===== config.mk =====
export PLATFORM = sky130hd
export DESIGN_NAME = multiplier_control
export DESIGN_NICKNAME = d
export VERILOG_FILES = /design/src/rtl/multiplier_control.sv
export SDC_FILE = /design/constraint.sdc
export NUM_CORES = 1
export LEC_CHECK = 0
export BUFFER_PORTS_ARGS = -buffer_cell sky130_fd_sc_hd__buf_2
export CAP_MARGIN = 40
export CORE_AREA = 4 4 41 43
export CTS_BUF_LIST = sky130_fd_sc_hd__clkbuf_16
export CTS_CLUSTER_DIAMETER = 80
export DETAILED_ROUTE_END_ITERATION = 8
export DIE_AREA = 0 0 45 47
export HOLD_SLACK_MARGIN = 0.05
export SLEW_MARGIN = 20
export SYNTH_ARGS = -nofsm -noshare
export SYNTH_HDL_FRONTEND = slang
export SYNTH_SLANG_ARGS = --single-unit

===== constraint.sdc =====
create_clock -name clock -period 2.69 [get_ports clock]
set_clock_uncertainty 0.05 [all_clocks]
set_input_delay 0.1345 -clock clock [delete_from_list [all_inputs] [get_ports clock]]
set_output_delay 0.1345 -clock clock [all_outputs]
set_load 0.02 [all_outputs]

===== src/rtl/multiplier_control.sv =====
// Sequencing FSM for the iterative shift-add multiplier: handshakes operands in, steps the
// datapath once per bit, holds the product. Define MULTIPLIER_EARLY_EXIT_EN for early exit.
module multiplier_control #(
    parameter int N = 4
) (
    input  logic clock,
    input  logic reset,
    input  logic in_valid,
    output logic in_ready,
    output logic out_valid,
    input  logic out_ready,
    input  logic abort,
    input  logic multiplier_lsb,
    input  logic is_zero,
`ifdef MULTIPLIER_EARLY_EXIT_EN
    input  logic multiplier_rest_zero,
`endif
    output logic do_preset,
    output logic do_decrement,
    output logic load_operands,
    output logic add_en,
    output logic shift_en,
    output logic busy
);

    if (N < 2) begin : g_width_check
        $error("multiplier_control: N must be at least 2");
    end

    typedef enum logic [1:0] {
        S_IDLE = 2'b00,
        S_STEP = 2'b01,
        S_DONE = 2'b10
    } state_t;

    state_t state_q;
    state_t state_next;

    // NOTE: state registers use non-blocking assignment so every flop samples pre-edge values.
    always_ff @(posedge clock) begin
        if (reset) begin
            state_q <= S_IDLE;
        end else begin
            state_q <= state_next;
        end
    end

    // NOTE: every output and the next state get a default first, so no path infers a latch.
    always_comb begin
        state_next    = state_q;
        in_ready      = 1'b0;
        out_valid     = 1'b0;
        do_preset     = 1'b0;
        do_decrement  = 1'b0;
        load_operands = 1'b0;
        add_en        = 1'b0;
        shift_en      = 1'b0;
        busy          = 1'b0;

        // Outputs are held quiet for the whole time reset is high, not just after the edge.
        if (reset) begin
            state_next = S_IDLE;
        end else begin
            case (state_q)
                S_IDLE: begin
                    in_ready = 1'b1;
                    if (in_valid) begin
                        load_operands = 1'b1;
                        do_preset     = 1'b1;
                        state_next    = S_STEP;
                    end
                end

                S_STEP: begin
                    busy = 1'b1;
                    if (abort) begin
                        state_next = S_IDLE;
`ifdef MULTIPLIER_EARLY_EXIT_EN
                    end else if (multiplier_rest_zero) begin
                        state_next = S_DONE;
`endif
                    end else begin
                        shift_en = 1'b1;
                        add_en   = multiplier_lsb;
                        if (is_zero) begin
                            state_next = S_DONE;
                        end else begin
                            do_decrement = 1'b1;
                        end
                    end
                end

                S_DONE: begin
                    busy      = 1'b1;
                    out_valid = 1'b1;
                    if (out_ready) begin
                        state_next = S_IDLE;
                    end
                end

                default: begin
                    state_next = S_IDLE;
                end
            endcase
        end
    end

endmodule


==> impl_metrics.tcl, run 1 <==
set metrics [dict create \
    die_area_um2 2120 \
    synth_top_area_share_pct 22.9 \
    cp_max_fo 3 \
    syn_area_um2 219 \
    max_clock_freq_mhz 666 \
    htree_levels 1 \
    worstPathArrival_ns 1.32 \
    totalWireLength_um 485 \
    worstPathRequired_ns 2.51 \
    ir_drop_v 0.000263 \
    status "completed" \
    clk_latency_ns 0.22 \
    io_buffers 14 \
    yosys_most_used_dff "dfxtp_1" \
    antennaDiodeCount 0 \
    hp-class "input pin to flop" \
    syn_avg_cell_area_um2 8.76 \
    worstSetupPathType "flop to output port" \
    io_pins 15 \
    start_util_pct 16.8 \
    synth_cell_types 15 \
    nets 54 \
    rsz0062_at_grt "no" \
    cts_buffers 3 \
    synth_fa_ha_area_share_pct 22.9 \
    vias_per_cell 3.88 \
    drv_cap 0 \
    dpl_cell_area_um2 300 \
    p_per_area_nw_per_um2 965 \
    grt_overflow 0 \
    fp-row-count 13 \
    slew-limit-headroom_pct 87.1 \
    antenna_found_initial 0 \
    area_growth_pct 71.4 \
    grt_pass1_wl_um 800 \
    async_flop_share_pct 0 \
    synth_top_area_cell "ha_1" \
    slew_violations 0 \
    finish.instance_area_um2 375 \
    setup_viol 0 \
    die_h_um 47 \
    synth_top_family_by_area "simple AND/OR/NAND/NOR gates" \
    clkTransAtPathRegs_ns 0.03 \
    grt_max_degree 9 \
    cts_resized 0 \
    fin_crit_sh_pct 55.8 \
    postCtsSetupBuffers 0 \
    synth.most_common_cell "ha_1" \
    finalWeightedCongestion 0.712 \
    grt_pass1_vias 213 \
    setup_tns_ns 0 \
    vias 217 \
    postRouteAntennaNets 0 \
    regMostFlops "state_q" \
    crit_path_start_kind "flop" \
    top_regs "state_q: 2 flops" \
    synthXorXnorAreaFrac_pct 0 \
    synth_edf_count 0 \
    synth_nets 36 \
    core-area_um2 1300 \
    synth.area.top_cells "ha_1 23%, dfxtp_1 18%, nand2b_1 8.6%" \
    fin_crit_ns 1.50 \
    first_pass_iters 2 \
    hold_viol 0 \
    cts_tree "done" \
    synthSimpleGateAreaFrac_pct 37.1 \
    synthTopCellsByCount "4 x ha_1, 3 x nand2b_1, 3 x nor2b_1" \
    synthMuxAreaShare_pct 4.57 \
    ys_warn_count 0 \
    ys_ff_latch 2 \
    first_iter_violations 2 \
    worst_pin_slew_ns 0.192 \
    hold_buffers 0 \
    cts.path.max_buffers 2 \
    drive_gt1_share_pct 46.3 \
    cts_root_buf "clkbuf_16" \
    drcViolationCount 0 \
    synth-compound-area-share_pct 10.3 \
    cp-end-kind "output port" \
    clock-sinks 2 \
    largest_register_ffs 2 \
    wl_per_cell_um 8.66 \
    synthCells 25 \
    p_leak_nw 0.190 \
    whs_ns 0.127 \
    fp.dieW_um 45 \
    ys_seq_area_share_pct 18.3 \
    grt_use_total_pct 5.36 \
]
-- critical path, cell delays in order (launching register included) --
cell	delay, ns
dfxtp_1	0.35
inv_1	0.09
ha_1	0.22
nor2b_1	0.14
and2_1	0.16
buf_2	0.15
-- area by class of cell --
cell class	instances	area, µm²
multi-input combinational	20	164
tap	15	18.8
fill	149	926
timing repair buffer	14	70.1
sequential	2	40.0
inverter	2	7.51
clock buffer	3	75.1
-- report_power, final --
group	leakage [nW]	internal, mW	total (mW)	switching [mW]
registers	0.0165	0.0369	0.0428	0.00582
clock network	0.0370	0.189	0.220	0.0312
logic	0.137	0.0432	0.0995	0.0564
-- path summary, 6_finish.rpt --
kind | startpoint | to | slack [ns] | cells after the start
worst max-delay path | state_q[0] | do_preset | 1.19 | 5
worst min register to register | state_q[0] | state_q[0] | 0.45 | 2
worst max register to register | state_q[0] | state_q[1] | 1.48 | 5
worst min-delay path | reset | state_q[1] | 0.13 | 2
-- per-layer routing --
metal  up-vias  share of wire, %  track usage, %
met1        93                47            5.87
met5         -                 0               0
met2         9                44            8.47
met4         0                 0            1.75
li1        115                 -               -
met3         0               9.3            3.45
-- cells by family after synthesis --
kind of cell | count (synthesis)
AO/OA/AOI/OAI | 3
adder cells (fa/ha/maj) | 4
buffers and inverters | 3
flip-flops | 2
multiplexers | 1
AND/OR/NAND/NOR | 12
-- placed cells by master (no fill, tap or decap) --
cell type,n
o211ai_1,1
ha_1,4
clkbuf_16,3
dfxtp_1,2
a31oi_1,1
nand2b_2,1
mux2i_1,1
a311oi_1,1
buf_2,14
inv_1,2
and2_1,2
nor2b_1,3
nor2_1,1
nor3_1,1
nand2b_4,1
nand2b_1,3
-- per-stage QoR --
stage | cells | setup WS, ns | util, % | power [mW]
after floorplan | 25 | 1.07 | - | 0.120
after global placement | 53 | 1.42 | 23.1 | 0.144
after detailed placement | 53 | 1.42 | 23.1 | 0.145
after CTS | 56 | 1.17 | 28.8 | 0.369
after global routing | 56 | 1.04 | 28.8 | 0.385
final | 56 | 1.19 | 28.8 | 0.362
(Power assumes the default switching activity.)
==> run 2: changes to the inputs <==
==> constraint.sdc (replaced) <==
create_clock -name clock -period 1.5 [get_ports clock]
set_clock_uncertainty 0.05 [all_clocks]
set_input_delay 0.075 -clock clock [delete_from_list [all_inputs] [get_ports clock]]
set_output_delay 0.075 -clock clock [all_outputs]
set_load 0.02 [all_outputs]
==> run 2 against run 1 <==
Non-clock buffer count did not move. Die area is the same. Final area rose by 2.3%. Flip-flop and latch count is the same. First-iteration DRC count down 100%. Utilization increased by 0.67 points. Register-to-register slack got worse by 1.2 ns. Sequential power rose by 82%. Total power increased by 82%. Via count increased by 4.1%. Combinational power grew 88%. Critical endpoint unchanged. Largest power group unchanged.
==> impl_metrics.tcl, run 2 (synthesis gave the netlist of run 1 again) <==
set metrics [dict create \
    slew_violations 0 \
    die_area_um2 2120 \
    top_regs "state_q: 2 flops" \
    totalWireLength_um 483 \
    status "completed" \
    rsz0062_at_grt "no" \
    power.total_uw 659 \
    regMostFlops "state_q" \
    crit_slowest_cell "dfxtp_1" \
    ir_drop_v 0.000709 \
    clk_latency_ns 0.22 \
    vias_per_cell 4.04 \
    clkTransAtPathRegs_ns 0.03 \
    nets 54 \
    drv_cap 0 \
    cp.depth 5 \
    finalWeightedCongestion 0.661 \
    first_pass_iters 1 \
    setup_viol 0 \
    grt_overflow 0 \
    grt_pass1_wl_um 759 \
    hp-class "input pin to flop" \
    postRouteAntennaNets 0 \
    cts_tree "done" \
    hold_viol 0 \
    crit_path_start_kind "flop" \
    worstPathArrival_ns 1.30 \
    hpwl_um 397 \
    cpPeakStageDelay_ns 0.36 \
    slew-limit-headroom_pct 84.3 \
    drive_gt1_share_pct 56.1 \
    fp.dieW_um 45 \
    worst_pin_slew_ns 0.234 \
    max_clock_freq_mhz 700 \
    worst-path-buf-inv 2 \
    core-area_um2 1300 \
    p_leak_nw 0.191 \
    fin_crit_sh_pct 95.2 \
    n_fill_cell 150 \
    largest_register_ffs 2 \
    p_per_area_nw_per_um2 1720 \
    cts.path.max_buffers 2 \
    grt_use_total_pct 5.52 \
    first_iter_violations 0 \
    cpLargestDelayFamily "flip-flops" \
    vias 226 \
    antennaDiodeCount 0 \
    grt_pass1_vias 178 \
    path_cells "inv_2, ha_1, nor2b_2, and2_1, buf_2" \
    fin_crit_ns 1.43 \
    fp-row-count 13 \
    clock-sinks 2 \
    hold_depth 2 \
    worst_slack_ns 0.0716 \
    antenna_found_initial 0 \
    grt_max_degree 9 \
    final_util_pct 29.5 \
    worstSetupPathType "flop to output port" \
    wl_per_cell_um 8.63 \
    area_growth_pct 75.4 \
    setup_tns_ns 0 \
    htree_levels 1 \
    drcViolationCount 0 \
    cts_root_buf "clkbuf_16" \
    mostFrequentLayoutCells "13 x buf_2, 3 x nand2b_1, 3 x ha_1, 3 x clkbuf_16" \
    cp_max_fo 3 \
    dp_worst_setup_slack_ns 0.267 \
    die_h_um 47 \
    worstPathRequired_ns 1.37 \
    start_util_pct 16.8 \
    whs_ns 0.0863 \
    io_pins 15 \
    cts_buffers 3 \
    final_common_cell "buf_2" \
    cp-end-kind "output port" \
    rr_worst_depth 5 \
    io_buffers 14 \
]
-- run 2: cell counts in the layout (fill, tap and decap cells not counted) --
Identical to the previous run, type by type.
-- run 2: worst paths after layout --
path / to / slack (ns) / start
max: do_preset / 0.07 / state_q[1]
max reg2reg: state_q[1] / 0.29 / state_q[0]
min: state_q[1] / 0.09 / reset
min reg2reg: state_q[0] / 0.43 / state_q[0]
-- run 2: stage by stage --
| step | cells | cell area, µm² |
|---|---|---|
| after floorplan | 25 | 221 |
| after global placement | 53 | 303 |
| after detailed placement | 53 | 303 |
| after CTS | 56 | 378 |
| after global routing | 56 | 384 |
| final | 56 | 384 |
-- run 2: where the power goes --
group | internal, mW | total [mW] | switching [mW]
Combinational | 0.0821 | 0.187 | 0.105
Clock | 0.339 | 0.394 | 0.0556
Sequential | 0.0681 | 0.0778 | 0.00969
-- run 2: timing repair --
item | CTS | global route
endpoints found under the setup margin | 0 | 3
hold buffers | 0 | 0
resized for setup | 0 | 4
setup buffers | 0 | 0
-- run 2: layer usage --
layer | wire length (µm) | global-route usage (%) | up-vias
met5 | 0 | 0 | -
met4 | 0 | 1.75 | 0
met3 | 92 | 6.51 | 0
met2 | 163 | 5.37 | 15
met1 | 227 | 7.01 | 95
li1 | - | - | 116
-- run 2: worst register-to-register path, stage by stage (launching register included) --
cell and delay, ns:
dfxtp_2 0.32, inv_1 0.07, ha_1 0.21, nand2b_1 0.11
a31oi_1 0.09, a311oi_1 0.26
-- run 2: area by class of cell --
class,count,area (µm²),share of cell area [%]
multi-input combinational,20,169,44.0
clock buffer,3,75.1,19.5
timing repair buffer,14,72.6,18.9
sequential,2,41.3,10.7
tap,15,18.8,4.89
inverter,2,7.51,1.95
